<file path="src/rtl/branch_resolve_unit.sv">
// Branch resolution: in-order prediction FIFO checked against EX results, with redirect, flush and predictor training.
// Define BRANCH_STATS_EN to add saturating branch/mispredict counters (stat_branches, stat_mispred).
module branch_resolve_unit #(
    parameter int DEPTH        = 4,
    parameter int FLUSH_CYCLES = 2
) (
    input  logic        clk,
    input  logic        reset,
    input  logic        pred_valid,
    output logic        pred_ready,
    input  logic [63:0] pred_pc,
    input  logic        pred_taken,
    input  logic [63:0] pred_target,
    input  logic        res_valid,
    output logic        res_ready,
    input  logic [63:0] res_pc,
    input  logic        res_taken,
    input  logic [63:0] res_target,
    output logic        redirect_valid,
    output logic [63:0] redirect_pc,
    output logic        flush,
    output logic        upd_valid,
    input  logic        upd_ready,
    output logic [63:0] upd_pc,
    output logic        upd_taken,
    output logic        err_seq
`ifdef BRANCH_STATS_EN
    ,
    output logic [31:0] stat_branches,
    output logic [31:0] stat_mispred
`endif
);

    localparam int PTR_W = $clog2(DEPTH);
    localparam int CNT_W = PTR_W + 1;

    typedef enum logic {ST_RUN, ST_FLUSH} state_t;

    logic [63:0]      pc_mem  [DEPTH];
    logic             tkn_mem [DEPTH];
    logic [63:0]      tgt_mem [DEPTH];

    state_t           state_reg;
    logic [2:0]       flush_cnt_reg;
    logic [PTR_W-1:0] wr_ptr_reg;
    logic [PTR_W-1:0] rd_ptr_reg;
    logic [CNT_W-1:0] count_reg;
    logic             redirect_valid_reg;
    logic [63:0]      redirect_pc_reg;
    logic             flush_reg;
    logic             upd_valid_reg;
    logic [63:0]      upd_pc_reg;
    logic             upd_taken_reg;
    logic             err_seq_reg;

    logic             empty;
    logic             full;
    logic             in_run;
    logic             upd_stall;
    logic             pop;
    logic             push;
    logic [63:0]      head_pc;
    logic             head_taken;
    logic [63:0]      head_tgt;
    logic             pc_err;
    logic             mispredict;
    logic             empty_err;
    logic [63:0]      redirect_pc_next;

    always_comb begin
        empty      = (count_reg == '0);
        full       = (count_reg == CNT_W'(DEPTH));
        in_run     = (state_reg == ST_RUN);
        upd_stall  = upd_valid_reg & ~upd_ready;
        res_ready  = ~empty & ~upd_stall & in_run;
        pop        = res_valid & res_ready;
        pred_ready = in_run & (~full | pop);
        push       = pred_valid & pred_ready;

        head_pc    = pc_mem[rd_ptr_reg];
        head_taken = tkn_mem[rd_ptr_reg];
        head_tgt   = tgt_mem[rd_ptr_reg];

        // A PC mismatch means the pipelines lost sync; recover the same way as a wrong guess.
        pc_err     = (head_pc != res_pc);
        mispredict = pop & (pc_err | (head_taken != res_taken) |
                            (head_taken & res_taken & (head_tgt != res_target)));
        empty_err  = res_valid & empty & in_run;

        redirect_pc_next = res_taken ? res_target : (res_pc + 64'd4);
    end

    // Storage carries no reset; the pointers alone define what is valid.
    always_ff @(posedge clk) begin
        if (push) begin
            pc_mem[wr_ptr_reg]  <= pred_pc;
            tkn_mem[wr_ptr_reg] <= pred_taken;
            tgt_mem[wr_ptr_reg] <= pred_target;
        end
    end

    always_ff @(posedge clk) begin
        if (!reset) begin
            state_reg          <= ST_RUN;
            flush_cnt_reg      <= '0;
            wr_ptr_reg         <= '0;
            rd_ptr_reg         <= '0;
            count_reg          <= '0;
            redirect_valid_reg <= 1'b0;
            redirect_pc_reg    <= '0;
            flush_reg          <= 1'b0;
            upd_valid_reg      <= 1'b0;
            upd_pc_reg         <= '0;
            upd_taken_reg      <= 1'b0;
            err_seq_reg        <= 1'b0;
        end else begin
            redirect_valid_reg <= mispredict;
            if (mispredict)
                redirect_pc_reg <= redirect_pc_next;

            // Mispredict squashes every queued prediction, including one pushed this cycle.
            if (mispredict) begin
                wr_ptr_reg <= '0;
                rd_ptr_reg <= '0;
                count_reg  <= '0;
            end else begin
                if (push)
                    wr_ptr_reg <= wr_ptr_reg + 1'b1;
                if (pop)
                    rd_ptr_reg <= rd_ptr_reg + 1'b1;
                case ({push, pop})
                    2'b10:   count_reg <= count_reg + 1'b1;
                    2'b01:   count_reg <= count_reg - 1'b1;
                    default: count_reg <= count_reg;
                endcase
            end

            case (state_reg)
                ST_RUN: begin
                    if (mispredict) begin
                        state_reg     <= ST_FLUSH;
                        flush_cnt_reg <= 3'(FLUSH_CYCLES);
                        flush_reg     <= 1'b1;
                    end
                end
                ST_FLUSH: begin
                    if (flush_cnt_reg == 3'd1) begin
                        state_reg     <= ST_RUN;
                        flush_cnt_reg <= '0;
                        flush_reg     <= 1'b0;
                    end else begin
                        flush_cnt_reg <= flush_cnt_reg - 1'b1;
                    end
                end
                default: begin
                    state_reg     <= ST_RUN;
                    flush_cnt_reg <= '0;
                    flush_reg     <= 1'b0;
                end
            endcase

            if (pop) begin
                upd_valid_reg <= 1'b1;
                upd_pc_reg    <= res_pc;
                upd_taken_reg <= res_taken;
            end else if (upd_ready) begin
                upd_valid_reg <= 1'b0;
            end

            if ((pop & pc_err) | empty_err)
                err_seq_reg <= 1'b1;
        end
    end

    assign redirect_valid = redirect_valid_reg;
    assign redirect_pc    = redirect_pc_reg;
    assign flush          = flush_reg;
    assign upd_valid      = upd_valid_reg;
    assign upd_pc         = upd_pc_reg;
    assign upd_taken      = upd_taken_reg;
    assign err_seq        = err_seq_reg;

`ifdef BRANCH_STATS_EN
    logic [31:0] stat_branches_reg;
    logic [31:0] stat_mispred_reg;

    always_ff @(posedge clk) begin
        if (!reset) begin
            stat_branches_reg <= '0;
            stat_mispred_reg  <= '0;
        end else begin
            if (pop && stat_branches_reg != 32'hFFFF_FFFF)
                stat_branches_reg <= stat_branches_reg + 1'b1;
            if (mispredict && stat_mispred_reg != 32'hFFFF_FFFF)
                stat_mispred_reg <= stat_mispred_reg + 1'b1;
        end
    end

    assign stat_branches = stat_branches_reg;
    assign stat_mispred  = stat_mispred_reg;
`endif

endmodule

</file>
<file path="config.mk">
export PLATFORM = sky130hd
export DESIGN_NAME = branch_resolve_unit
export DESIGN_NICKNAME = d
export VERILOG_FILES = /design/src/rtl/branch_resolve_unit.sv
export SDC_FILE = /design/constraint.sdc
export NUM_CORES = 1
export LEC_CHECK = 0
export CORE_UTILIZATION = 54
export CTS_CLUSTER_SIZE = 10
export DETAILED_ROUTE_END_ITERATION = 8
export GPL_ROUTABILITY_DRIVEN = 0
export PLACE_DENSITY = 0.78
export SLEW_MARGIN = 15
export SYNTH_ARGS = -nofsm -noshare
export SYNTH_HDL_FRONTEND = slang
export SYNTH_SLANG_ARGS = --single-unit
</file>
<file path="constraint.sdc">
create_clock -name clk -period 6.34 [get_ports clk]
set_input_delay 0.951 -clock clk [delete_from_list [all_inputs] [get_ports clk]]
set_output_delay 0.951 -clock clk [all_outputs]
set_load 0.005 [all_outputs]
</file>
==> results.txt, run 1 <==
outcome - complete, but fails checks
failing checks - design-rule violations
io pins - 398
synthesized area - 0.0272 mm²
CTS H-tree lvls - 3
Int Pwr - 9.07 mW
clock root buffer master - clkbuf_16
unrepaired setup endpoints after global routing - no
Cell Area, Placed - 0.0319 mm²
core box area - 0.0493 mm²
post-DP HPWL - 59.4 mm
Pwr per Cell Area - 368 mW/mm²
CP Max Fanout - 36
Sum Neg Setup Slack - 0 ns
Hold WC Path Type - reg -> reg
LEAKAGE - 10.7 nW
setup violators final - 0
Worst slew margin - 38.9%
Die Width - 226 µm
CP Launch Type - register
Slew @ Worst Pin - 0.917 ns
Final Hold Fails - 0
Most common cell on crit path - nand4_1
Worst Path Required - 6.86 ns
slowest stage delay, CP - 0.87 ns
clock power share - 31.9%
P&R area growth vs syn - 25.7%
first-pass GRT wire length - 120 mm
DRC - 1
Initial Utilization - 55.2%
total of max-cap violations - 0
share of layout cells above drive strength 1 - 11.3%
total CTS buffers - 76
combinational group share of total power - 21.6%
pin count of the biggest net entering global routing - 74
final hold slack - 0.454 ns
Via density - 6.23
Worst-path clk slew - 0.05 ns
CTS resizes - 0
Sw Share - 27.9%
number of synthesized flops with an enable pin - 516
switching power total - 3.50 mW
Synth Register Bits - 662
Multi-input gate area - 0.00823 mm²
antenna viol nets, final - 0
async set-or-reset flop fraction in the synthesized netlist - 0%
ys flop type - edfxtp_1
First-pass DRT Iterations - 9
clk_skew - 0.0190 ns
Worst setup EP type - register
Total GRT Usage - 33.4%
Post-CTS Hold Fix Bufs - 0
Place WS - 1.53 ns
vias - 18370
sequential fraction of the synthesis area - 67.8%
Reg power frac - 46.4%
clock tree sinks - 662
PnR worst setup slack - 1.47 ns
final wirelength - 85.2 mm
post-layout min period - 4.87 ns
critical path, cell by cell - buf_12 -> mux4_2 -> xnor2_1 -> nand4_1 -> nor4_1 -> nand4_1 -> a211oi_4 -> buf_4 -> nand4b_1 -> a31oi_1
CP top delay family - simple AND/OR/NAND/NOR gates
Peak Freq - 205 MHz
Post-CTS Setup Bufs - 0
Finished Cell Area - 0.0342 mm²
count of buffer and inverter cells on the critical path - 2
Seq. cell area - 0.0184 mm²
Synth warnings - 0
post-layout net count - 2483
vias in the first global route - 17648
drt wl/cell - 28.9 µm
final period utilization - 76.8%
clock latency on the worst-skew pair - 0.62 ns
worst endpoint data arrival time - 5.39 ns
Syn Area/Cell - 14.9 µm²
Port Buf Inserts - 397
Longest Clk Path Bufs - 3
most common cell after layout, fill and taps aside - edfxtp_1
Peak supply drop - 244 µV
Die Y - 226 µm
syn_nets - 2094
critical path class - reg -> reg
Congestion Overflow GR - 0
Post-Synthesis Cells - 1821
CTS tree - yes
Die ar. - 0.0512 mm²
max-slew violation count - 0
initial antenna violation count - 14
Iteration-0 DRC Markers - 2513
Layout fillers - 3320
most frequent cells in the layout - 516 x edfxtp_1, 395 x clkdlybuf4s50_1, 217 x nand2_1
Regs by FF count - pc_mem (256), tgt_mem (256)
slowest stage cell on the critical path - dfxtp_4
Yosys cell types - 48
Rows - 81
[synthesized netlist by cell type, types with 6 or more instances]
cell,instances,area [µm²]
nor3_1,23,115
nand4_1,54,338
dfxtp_1,146,2920
a31oi_1,8,50.1
buf_2,16,80.1
nand2_1,218,818
mux2i_1,14,140
nor2_1,33,124
nor4_1,14,87.6
mux4_2,129,2910
edfxtp_1,516,15500
xor2_1,22,193
a21oi_1,118,591
o2111ai_1,18,158
o21ai_0,56,280
or4_1,6,45.0
buf_1,13,48.8
ha_1,9,113
nand3_1,50,250
inv_1,26,97.6
and3_1,10,62.6
clkbuf_1,84,315
xnor2_1,158,1380
o21ai_1,33,165
[tightest hold or removal path, delay by kind of cell, from the launching register on]
family	cells	cell delay, ns
AO/OA/AOI/OAI	1	0.05
flip-flops	1	0.30
AND/OR/NAND/NOR	1	0.05
[cell type report]
cell class | count | share of cell area, %
antenna | 13 | 0.0952
clock buffer | 138 | 6.50
clock inverter | 4 | 0.143
inverter | 27 | 0.311
multi-input combinational | 1017 | 24.1
sequential | 662 | 53.9
tap | 664 | 2.43
timing repair buffer | 426 | 12.5
[final timing paths]
check | start | end | slack [ns] | cells past startpoint
worst max register to register | register | register | 1.47 | 10
worst min register to register | upd_pc[48] | upd_pc[48] | 0.45 | 2
worst max-delay path | register | register | 1.47 | 10
worst min-delay path | upd_pc[48] | upd_pc[48] | 0.45 | 2
[metrics by stage]
stage | utilization [%] | total power [mW] | cells
after floorplan | - | 7.27 | 1821
after global placement | 64.7 | 8.48 | 2796
after CTS | 69.3 | 12.6 | 2938
final | 69.4 | 12.6 | 2951
after detailed placement | 64.7 | 8.59 | 2796
after global routing | 69.3 | 13.0 | 2946
[routing by layer]
metal | part of all wire [%] | track usage (%) | vias up | wire length, µm
li1 | - | - | 7732 | -
met1 | 36 | 43.1 | 9211 | 30900
met2 | 47 | 51.7 | 1203 | 40100
met3 | 12 | 10.1 | 218 | 9920
met4 | 5.1 | 16.4 | 6 | 4340
met5 | 0.046 | 0 | - | 39
[cell families after synthesis]
kind of cell             count (synthesis)  synth area share, %
XOR/XNOR                               180                 5.80
AND/OR/NAND/NOR                        429                 7.34
multiplexers                           143                 11.2
AO/OA/AOI/OAI                          255                 5.30
buffers and inverters                  142                 2.06
adder cells (fa/ha/maj)                 10                0.488
flip-flops                             662                 67.8
[power by group through the flow]
stage / registers (mW) / logic (mW) / clock network (mW)
floorplan: 5.89 / 1.38 / 0
global placement: 5.85 / 2.63 / 0
detailed placement: 5.90 / 2.69 / 0
CTS: 5.82 / 2.70 / 4.05
global route: 5.88 / 2.87 / 4.22
finish: 5.84 / 2.72 / 4.01
Power figures use the tool's default switching activity.
==> run 2, diff against run 1 <==
==> constraint.sdc (replaced) <==
create_clock -name clk -period 4.9 [get_ports clk]
set_input_delay 0.735 -clock clk [delete_from_list [all_inputs] [get_ports clk]]
set_output_delay 0.735 -clock clk [all_outputs]
set_load 0.005 [all_outputs]
==> results.txt, run 2 (same netlist as run 1, synthesis figures left out) <==
outcome - finished, final reports clean
Die Width - 226 µm
total CTS buffers - 76
Cell Area, Placed - 0.0322 mm²
final wirelength - 84.9 mm
post-DP HPWL - 59.6 mm
io pins - 398
post-layout net count - 2521
final hold slack - 0.449 ns
Die Y - 226 µm
first-pass GRT wire length - 120 mm
path depth of the worst reg2reg path - 11
initial antenna violation count - 18
DRC - 0
pin count of the biggest net entering global routing - 121
post-layout min period - 4.37 ns
CP top delay family - simple AND/OR/NAND/NOR gates
Peak supply drop - 293 µV
P&R area growth vs syn - 27.2%
CP Launch Type - register
setup violators final - 0
Sum Neg Setup Slack - 0 ns
Final Hold Fails - 0
critical path, cell by cell - buf_12 -> buf_12 -> mux4_2 -> xnor2_1 -> nand4_1 -> nor4_1 -> nand4_1 -> a211o_2 -> buf_4 -> a21oi_1 -> a211oi_1
Slew @ Worst Pin - 1.02 ns
instance count on the critical path - 11
Rows - 81
total of max-cap violations - 0
Die ar. - 0.0512 mm²
CTS H-tree lvls - 3
max-slew violation count - 0
LEAKAGE - 10.9 nW
Worst slew margin - 32.1%
vias - 18425
Longest Clk Path Bufs - 3
drt wl/cell - 28.4 µm
core box area - 0.0493 mm²
Worst setup EP type - register
CTS resizes - 0
share of layout cells above drive strength 1 - 12.8%
clk_skew - 0.0220 ns
worst endpoint data arrival time - 4.83 ns
CTS tree - yes
First-pass DRT Iterations - 6
antenna viol nets, final - 0
Final Util - 70.1%
Regs by FF count - pc_mem (256), tgt_mem (256)
slowest stage cell on the critical path - a211o_2
slowest stage delay, CP - 0.65 ns
Post-CTS Setup Bufs - 0
count of buffer and inverter cells on the critical path - 3
clock latency on the worst-skew pair - 0.61 ns
Post-CTS Hold Fix Bufs - 0
reg2reg end - redirect_pc[2]
reg2reg setup slack - 0.53 ns
Pwr per Cell Area - 473 mW/mm²
unrepaired setup endpoints after global routing - no
Via density - 6.17
clock root buffer master - clkbuf_16
Total GRT Usage - 33.5%
Initial Utilization - 55.2%
most frequent cells in the layout - 516 x edfxtp_1, 395 x clkdlybuf4s50_1, 217 x nand2_1
Layout Cells excl Fill - 2986
clock tree sinks - 662
CP Max Fanout - 39
Worst Setup EP - redirect_pc[2]
Peak Freq - 229 MHz
Worst-path clk slew - 0.06 ns
Hold WC Path Type - reg -> reg
Finished Cell Area - 0.0346 mm²
most common cell after layout, fill and taps aside - edfxtp_1
DP Cell Count - 2834
Port Buf Inserts - 397
critical path class - reg -> reg
final period utilization - 89.3%
Worst Path Required - 5.36 ns
Iteration-0 DRC Markers - 2166
Congestion Overflow GR - 0
vias in the first global route - 18000
-- run 2: changes by cell type in the layout (fill, tap and decap cells not counted), sizes merged --
cell	change
clkinv	-2
buf	+38
inv	-2
diode	+1
-- run 2: final cells by class --
type / instances / area [µm²]
antenna: 14 / 35.0
clock buffer: 138 / 2270
fill: 3284 / 14700
inverter: 27 / 106
multi-input combinational: 1017 / 8230
sequential: 662 / 18400
tap: 664 / 831
timing repair buffer: 464 / 4650
-- run 2: through the flow --
step | setup slack [ns] | total power [mW]
2_1_floorplan | 1.13 | 9.34
3_3_place_gp | 0.802 | 11.0
3_5_place_dp | 0.629 | 11.2
4_1_cts | 0.616 | 16.4
5_1_grt | 0.411 | 16.9
6_report | 0.526 | 16.4
-- run 2: worst min-delay path by stage --
stage,cells past startpoint,start,slack (ns),end
after floorplan,2,redirect_pc[31],0.44,redirect_pc[31]
after global placement,2,upd_pc[45],0.44,upd_pc[45]
after detailed placement,2,redirect_pc[31],0.44,redirect_pc[31]
after CTS,2,redirect_pc[31],0.45,redirect_pc[31]
after global routing,2,redirect_pc[31],0.47,redirect_pc[31]
final,2,redirect_pc[31],0.45,redirect_pc[31]
-- run 2: tightest hold or removal path: cells and delay by family, from the launching register on --
family | cells | cell delay [ns]
and+or+nand+nor | 1 | 0.05
DFF | 1 | 0.30
AOI/OAI and AO/OA | 1 | 0.05
-- run 2: power by group --
group	internal (mW)	leakage, nW	switching (mW)	total, mW
Clock	3.11	1.08	2.11	5.22
Combinational	1.57	3.89	2.05	3.61
Sequential	7.16	5.92	0.364	7.52
Total	11.8	10.9	4.52	16.4
-- run 2: per-layer routing --
layer	up-vias	track usage [%]	share of wire, %
li1	7840	-	-
met1	9221	43.7	37
met2	1131	52.1	47
met3	221	8.59	11
met4	12	17.6	5.2
met5	-	0	0.097
